## src/rtl/seq_detector_param_pkg.sv

```systemverilog
// Shared types for the programmable symbol-sequence detector.
// Mode encoding is kept here so the top and the bench agree on it.
package seq_detector_param_pkg;

   typedef enum logic {
      STRICT = 1'b0,
      REPEAT = 1'b1
   } mode_e;

   function automatic int state_w(input int seq_len);
      return $clog2(seq_len + 1);
   endfunction

endpackage

```

## src/rtl/seq_detector_param_sat_counter.sv

```systemverilog
// Saturating event counter with clear taking priority over increment.
module sat_counter #(
   parameter int CNT_W = 8
) (
   input  logic             clk,
   input  logic             reset,
   input  logic             inc,
   input  logic             clr,
   output logic [CNT_W-1:0] cnt
);

   always_ff @(posedge clk or posedge reset) begin
      if (reset)
         cnt <= '0;
      else if (clr)
         cnt <= '0;
      else if (inc && (cnt != {CNT_W{1'b1}}))
         cnt <= cnt + 1'b1;
   end

endmodule

```

## src/rtl/seq_detector_param.sv

```systemverilog
// Runtime-programmable symbol-sequence detector with repeat-hold mode,
// one-cycle match pulse and saturating match counter.
module seq_detector_param
   import seq_detector_param_pkg::*;
#(
   parameter int SYM_W = 2,
   parameter int SEQ_LEN = 3,
   parameter int CNT_W = 8,
   parameter logic [SEQ_LEN*SYM_W-1:0] DEFAULT_PAT = {2'd3, 2'd2, 2'd1}
) (
   input  logic                         clk,
   input  logic                         reset,
   input  logic                         sym_valid,
   input  logic [SYM_W-1:0]             sym,
   input  logic                         mode_repeat,
   input  logic                         pat_we,
   input  logic [$clog2(SEQ_LEN)-1:0]   pat_idx,
   input  logic [SYM_W-1:0]             pat_data,
   input  logic                         cnt_clr,
   output logic                         ans,
   output logic                         match_pulse,
   output logic [CNT_W-1:0]             match_cnt,
   output logic [$clog2(SEQ_LEN+1)-1:0] progress
);

   localparam int KW = state_w(SEQ_LEN);
   localparam int IW = $clog2(SEQ_LEN);
   localparam logic [KW-1:0] LK = KW'(SEQ_LEN);

   logic [SEQ_LEN*SYM_W-1:0] pat;
   logic [KW-1:0]            k;
   logic [KW-1:0]            k_nxt;
   logic [SYM_W-1:0]         cur;
   logic [SYM_W-1:0]         prv;
   logic                     wr_ok;
   logic                     pulse_nxt;

   assign wr_ok = pat_we && (int'(pat_idx) < SEQ_LEN);

   // P[k] and P[k-1] selected by constant-index muxes
   always_comb begin
      cur = '0;
      prv = '0;
      for (int i = 0; i < SEQ_LEN; i++) begin
         if (KW'(i) == k)
            cur = pat[i*SYM_W +: SYM_W];
         if (KW'(i + 1) == k)
            prv = pat[i*SYM_W +: SYM_W];
      end
   end

   always_comb begin
      k_nxt = k;
      if (wr_ok)
         k_nxt = '0;
      else if (sym_valid) begin
         if ((k != LK) && (sym == cur))
            k_nxt = k + 1'b1;
         else if ((mode_e'(mode_repeat) == REPEAT) && (k != '0)
                  && (sym == prv))
            k_nxt = k;
         else if (sym == pat[SYM_W-1:0])
            k_nxt = KW'(1);
         else
            k_nxt = '0;
      end
   end

   assign pulse_nxt = (k_nxt == LK) && (k != LK);

   always_ff @(posedge clk or posedge reset) begin
      if (reset) begin
         k           <= '0;
         match_pulse <= 1'b0;
         pat         <= DEFAULT_PAT;
      end else begin
         k           <= k_nxt;
         match_pulse <= pulse_nxt;
         for (int i = 0; i < SEQ_LEN; i++)
            if (wr_ok && (IW'(i) == pat_idx))
               pat[i*SYM_W +: SYM_W] <= pat_data;
      end
   end

   assign ans      = (k == LK);
   assign progress = k;

   sat_counter #(
      .CNT_W(CNT_W)
   ) u_cnt (
      .clk  (clk),
      .reset(reset),
      .inc  (pulse_nxt),
      .clr  (cnt_clr),
      .cnt  (match_cnt)
   );

endmodule
```

## config.mk

```make
export PLATFORM = sky130hd
export DESIGN_NAME = seq_detector_param
export DESIGN_NICKNAME = d
export VERILOG_FILES = /design/src/rtl/seq_detector_param_pkg.sv /design/src/rtl/seq_detector_param_sat_counter.sv /design/src/rtl/seq_detector_param.sv
export SDC_FILE = /design/constraint.sdc
export NUM_CORES = 1
export LEC_CHECK = 0
export CAP_MARGIN = 20
export CORE_MARGIN = 2
export CORE_UTILIZATION = 47
export DETAILED_ROUTE_END_ITERATION = 7
export PLACE_DENSITY = 0.76
export SETUP_SLACK_MARGIN = 0.05
export SYNTH_ARGS = -nofsm -noshare
export SYNTH_HDL_FRONTEND = slang
export SYNTH_SLANG_ARGS = --single-unit
```

## constraint.sdc

```tcl
create_clock -name clk -period 2.5 [get_ports clk]
set_input_delay 0.25 -clock clk [delete_from_list [all_inputs] [get_ports clk]]
set_output_delay 0.25 -clock clk [all_outputs]
set_load 0.01 [all_outputs]
```

==> reports/qor.yml, run 1 <==
detailed_routing:
  drt-pass1-iter-count: 4
  wirelength_um: 3440
  drt-wirelength-per-cell_um: 15.6
  antenna_left: 0
  dr.first_iter.drc_count: 65
  viasPerCell: 5.90
  drcViolationCount: 0
  dr_total_vias: 1297
setup_path:
  crit_required_ns: 2.68
  worstSetupPathType: "flip-flop to flip-flop"
  worstPathCellList: "inv_2 -> buf_4 -> ha_4 -> and4bb_2 -> nor4_2 -> a31o_2 -> a31oi_1 -> a21boi_4 -> or4_4 -> mux2_4"
  cp-start-kind: "flip-flop"
  cpPeakStageDelay_ns: 0.53
  reg2regPathDepth: 10
  arrival_ns: 2.85
  end_kind: "flip-flop"
  cp_slowest_cell: "or4_4"
  timing.rr.end: "u_cnt.cnt[7]"
  cp_max_fo: 5
  rr_startpoint: "progress[1]"
  reg2reg_slack_ns: -0.17
power:
  powerDensity_nw_per_um2: 617
  leakage_uw: 0.000825
  finalPower_uw: 1230
  irDropWorstVdd_mv: 0.573
global_routing:
  grt_pass1_wl_um: 5660
  grt_pass1_vias: 1268
  met1_usage_pct: 27.4
  grt_use_total_pct: 21.8
  grtUsageMet3_pct: 2.95
  grt_max_degree: 18
  top_usage_layer: "met2"
  use_met2_pct: 39.7
  grt_overflow: 0
  antenna_found_initial: 0
synth:
  yosys.area_share.adder_pct: 4.74
  synth_cell_types: 42
  yosysMostFrequentCell: "dfrtp_1"
  ys.flop_type: "dfrtp_1"
  synth_xor_xnor_area_share_pct: 2.66
  async_reset_ff_share_pct: 100
  postSynthCellCount: 139
  syn-mean-instance-area_um2: 9.49
  synthMuxAreaShare_pct: 11.9
  syn_nets: 156
  synth_common_cells: "dfrtp_1 (13), mux2_2 (12), nor2b_1 (12)"
  synth_area_leaders: "dfrtp_1 (25%), mux2_2 (10%), dfstp_2 (8.0%), nor2b_1 (5.7%), ha_1 (4.7%)"
  synth_top_family_by_area: "simple AND/OR/NAND/NOR gates"
  yosys.area.top_type: "dfrtp_1"
  syn_area_um2: 1320
  yosys.area_share.simple_pct: 30.7
  synth-compound-area-share_pct: 11.3
  synth_seq_area_share_pct: 32.6
  synth_edf_count: 0
  synth_warnings: 0
  synth-seq-cells: 17
  synth_top_area_share_pct: 24.7
layout:
  design_area_um2: 1990
  nNetsFinal: 207
  syn2layout_area_growth_pct: 51.2
  antenna_cells: 0
  drive_gt1_share_pct: 40.7
  n_fill_cell: 198
clock_network:
  root_buffer: "clkbuf_4"
  clockBufferDepth: 2
  cts_tree: "done"
  clk_pin_slew_ns: 0.10
  hold_buffers: 0
  clk-insertion-delay-late_ns: 0.29
  h-tree-depth: 1
  cts_buffers: 3
  clkSinkCount: 17
hold_path:
  hold_path_class: "input pin to asynchronous set/reset pin"
floorplanning:
  die_w_um: 57.0
  ios: 24
  fp.dieArea_um2: 3250
  rows: 19
  chipHeight_um: 57.0
  core_um2: 2710
  start_util_pct: 48.7
placed_design:
  gp_congestion: 0.840
  place_area_um2: 1750
  dp_hpwl_um: 2390
  portBuffers: 23
sta:
  finalHoldViolations: 0
  slew_viol_final: 0
  period_needed_ns: 2.67
  setup_slack_ns: -0.169
  setup_viol: 8
  rsz0062_at_grt: "yes"
  worst-slew-pin-transition_ns: 0.636
  min_period_over_period_pct: 107
  clock_skew_ns: 0.00964
  fmax_mhz: 375
  max_slew_margin_pct: 57.6
run:
  drv_cap: 0
status:
  status: "complete, but fails checks"
  violations: "negative setup slack"
[cell families (layout without fill, tap and decap cells)]
logic type,count (synthesis),after routing
buffers and inverters,13,62
AND/OR/NAND/NOR,68,68
XOR/XNOR,4,4
flip-flops,17,17
AO/OA/AOI/OAI,18,19
adder cells (fa/ha/maj),5,5
multiplexers,14,14
[worst max path at each step]
| stage | from | end | cells past startpoint |
|---|---|---|---|
| 6_report | progress[1] | u_cnt.cnt[7] | 10 |
| 2_1_floorplan | progress[1] | u_cnt.cnt[7] | 10 |
| 3_5_place_dp | sym[1] | u_cnt.cnt[2] | 10 |
| 3_3_place_gp | sym[1] | u_cnt.cnt[2] | 10 |
| 4_1_cts | progress[0] | u_cnt.cnt[7] | 9 |
| 5_1_grt | progress[1] | u_cnt.cnt[7] | 10 |
[worst max-delay path, delay by kind of cell, from the launching register on]
kind / cells / cell delay [ns]
simple gates: 3 / 1.00
mux: 1 / 0.30
compound gates: 3 / 0.54
buf+inv: 2 / 0.18
flops: 1 / 0.37
fa+ha+maj: 1 / 0.17
[layer usage]
layer  up-vias  wire length (µm)
met1       647              1460
met2        34              1800
li1        607                 -
met5         -                 0
met3         9               106
met4         0                69
[power by group]
part	switching, µW	total [µW]	internal [µW]
sequential	45.2	363	317
clock	83.1	145	61.9
combinational	334	722	388
total	462	1230	767
[layout by cell type, fill, tap and decap left out, types with 2 or more instances in the layout]
cell,n
a31oi_1,2
and3_1,6
and3b_2,2
buf_4,23
buf_6,5
clkbuf_4,3
clkdlybuf4s50_1,23
dfrtp_1,11
dfrtp_2,2
dfstp_2,4
ha_4,4
inv_1,5
mux2_2,8
mux2_4,5
nand2_1,11
nand2b_1,3
nand3_1,3
nand3b_1,4
nor2_1,9
nor2b_1,12
nor4_2,2
nor4_4,2
o211ai_1,4
or3_1,2
xnor2_1,4
[stage by stage]
stage          TNS (ns)  hold WS [ns]  worst slack (ns)  utilization [%]  std cells
2_1_floorplan   -0.0859         0.173           -0.0857                -        139
3_3_place_gp      -1.88         0.573            -0.318             64.7        208
3_5_place_dp      -2.13         0.619            -0.382             64.7        208
4_1_cts          -0.976         0.368            -0.163             70.8        216
5_1_grt           -1.66         0.400            -0.263             73.6        220
6_report         -0.735         0.335            -0.169             73.6        220
[state kept, by name, summed over array words and instances, names as in the netlist]
signal	flops
u_cnt.cnt	8
pat	6
progress	2
match_pulse	1
[area by class of cell]
| type | count | area, µm² | area share, % |
|---|---|---|---|
| multi-input cells | 110 | 1010 | 50.6 |
| repair buffers | 51 | 459 | 23.0 |
| flip-flops and latches | 17 | 433 | 21.7 |
| well taps | 31 | 38.8 | 1.94 |
| inverters | 7 | 28.8 | 1.44 |
| clock buffers | 4 | 26.3 | 1.32 |
[timing repair]
item                       4_1_cts  5_1_grt
setup endpoints to repair        8        8
buffers inserted                 4        3
pin swaps                        8       12
resized for setup               18       11
cloned                           0        1
No activity file was read; power rests on OpenSTA's default activity.
==> inputs of run 2 (changes only) <==
--- a/config.mk
+++ b/config.mk
@@ -11,6 +11,7 @@
 export DETAILED_ROUTE_END_ITERATION = 7
 export PLACE_DENSITY = 0.76
 export SETUP_SLACK_MARGIN = 0.05
+export SKIP_CTS_REPAIR_TIMING = 1
 export SYNTH_ARGS = -nofsm -noshare
 export SYNTH_HDL_FRONTEND = slang
 export SYNTH_SLANG_ARGS = --single-unit
==> reports/qor.yml, run 2 (synthesized netlist as in run 1, its figures left out) <==
setup_path:
  rr_startpoint: "progress[1]"
  crit_end: "u_cnt.cnt[6]"
  crit_path_start: "progress[1]"
  cp_max_fo: 8
  arrival_ns: 2.87
  worstSetupPathType: "flip-flop to flip-flop"
  end_kind: "flip-flop"
  cp-start-kind: "flip-flop"
  reg2regPathDepth: 10
  crit_required_ns: 2.67
  reg2reg_slack_ns: -0.20
  timing.rr.end: "u_cnt.cnt[6]"
sta:
  setup_slack_ns: -0.200
  setup_tns_ns: -1.11
  slew_viol_final: 0
  setup_viol: 8
  rsz0062_at_grt: "yes"
  fmax_mhz: 370
  finalHoldViolations: 0
  clock_skew_ns: 0.00410
  period_needed_ns: 2.70
  whs_ns: 0.351
  min_period_over_period_pct: 108
  worst-slew-pin-transition_ns: 0.630
  max_slew_margin_pct: 57.9
clock_network:
  cts_tree: "done"
  root_buffer: "clkbuf_4"
  clkSinkCount: 17
  cts_buffers: 3
  clockBufferDepth: 2
  h-tree-depth: 1
  clk-insertion-delay-late_ns: 0.28
  clk_pin_slew_ns: 0.10
power:
  leakage_uw: 0.000789
  irDropWorstVdd_mv: 0.552
  finalPower_uw: 1110
  powerDensity_nw_per_um2: 580
floorplanning:
  ios: 24
  fp.dieArea_um2: 3250
  rows: 19
  start_util_pct: 48.7
  die_w_um: 57.0
  chipHeight_um: 57.0
  core_um2: 2710
global_routing:
  grt_pass1_wl_um: 5260
  grt_pass1_vias: 1214
  grt_overflow: 0
  grt_max_degree: 18
  grt_use_total_pct: 20.3
  antenna_found_initial: 0
placed_design:
  dp_hpwl_um: 2390
  dp_cells: 208
  gp_congestion: 0.840
  portBuffers: 23
layout:
  multi_input_area_um2: 960
  largest_reg_flops: 8
  n_fill_cell: 213
  fin_util_pct: 70.5
  final_cell_mix: "buf_4 (24), clkdlybuf4s50_1 (23), nor2b_1 (12)"
  seqCellArea_um2: 433
  instances_no_fill: 217
  layout_commonest_cell: "buf_4"
  drive_gt1_share_pct: 38.7
  syn2layout_area_growth_pct: 44.9
  antenna_cells: 0
  nNetsFinal: 204
  top_register: "u_cnt.cnt"
detailed_routing:
  drt-wirelength-per-cell_um: 15.0
  drt-pass1-iter-count: 4
  dr.first_iter.drc_count: 54
  drcViolationCount: 0
  dr_total_vias: 1265
  antenna_left: 0
  wirelength_um: 3250
  viasPerCell: 5.83
status:
  violations: "negative setup slack"
  status: "complete, but fails checks"
run:
  drv_cap: 0
hold_path:
  hold_path_class: "input pin to asynchronous set/reset pin"
run 2: per-layer routing:
| layer | up-vias | part of all wire [%] | global-route usage [%] | routed length (µm) |
|---|---|---|---|---|
| li1 | 597 | - | - | - |
| met1 | 618 | 43 | 25.4 | 1390 |
| met2 | 42 | 52 | 35.8 | 1690 |
| met3 | 8 | 3.1 | 3.17 | 101 |
| met4 | 0 | 2.2 | 6.64 | 72 |
| met5 | - | 0 | 0 | 0 |
run 2: how the worst min path moves through the flow:
stage | start | to | slack (ns) | depth (start not counted)
3_5_place_dp | u_cnt.cnt[1] | u_cnt.cnt[1] | 0.62 | 2
5_1_grt | reset | u_cnt.cnt[7] | 0.39 | 2
2_1_floorplan | reset | match_pulse | 0.17 | 1
4_1_cts | reset | u_cnt.cnt[4] | 0.37 | 2
3_3_place_gp | u_cnt.cnt[1] | u_cnt.cnt[1] | 0.57 | 2
6_report | reset | u_cnt.cnt[7] | 0.35 | 2
run 2: power by group:
group / switching (µW) / total, µW / internal [µW]
clock: 80.1 / 142 / 61.7
sequential: 42.5 / 360 / 317
combinational: 292 / 607 / 315
total: 415 / 1110 / 694
run 2: area by class of cell:
cell class              instances  share of cell area (%)
clock buffers                   4                    1.38
inverters                       7                    1.38
multi-input cells             109                    50.2
flip-flops and latches         17                    22.7
well taps                      31                    2.03
repair buffers                 49                    22.3
run 2: through the flow:
stage	instance area (µm²)	setup WS (ns)
3_5_place_dp	1750	-0.382
4_1_cts	1780	-0.307
2_1_floorplan	1390	-0.0857
5_1_grt	1910	-0.275
3_3_place_gp	1750	-0.318
6_report	1910	-0.200
run 2: worst max-delay path, cell delays in order (launching register included):
cell and delay [ns]:
dfrtp_2 0.42, inv_2 0.08, buf_4 0.11, ha_2 0.20, and4bb_2 0.25, nor4_2 0.05, a31o_2 0.27, a211o_1 0.27
o211a_4 0.19, nor4_1 0.38, mux2_2 0.38
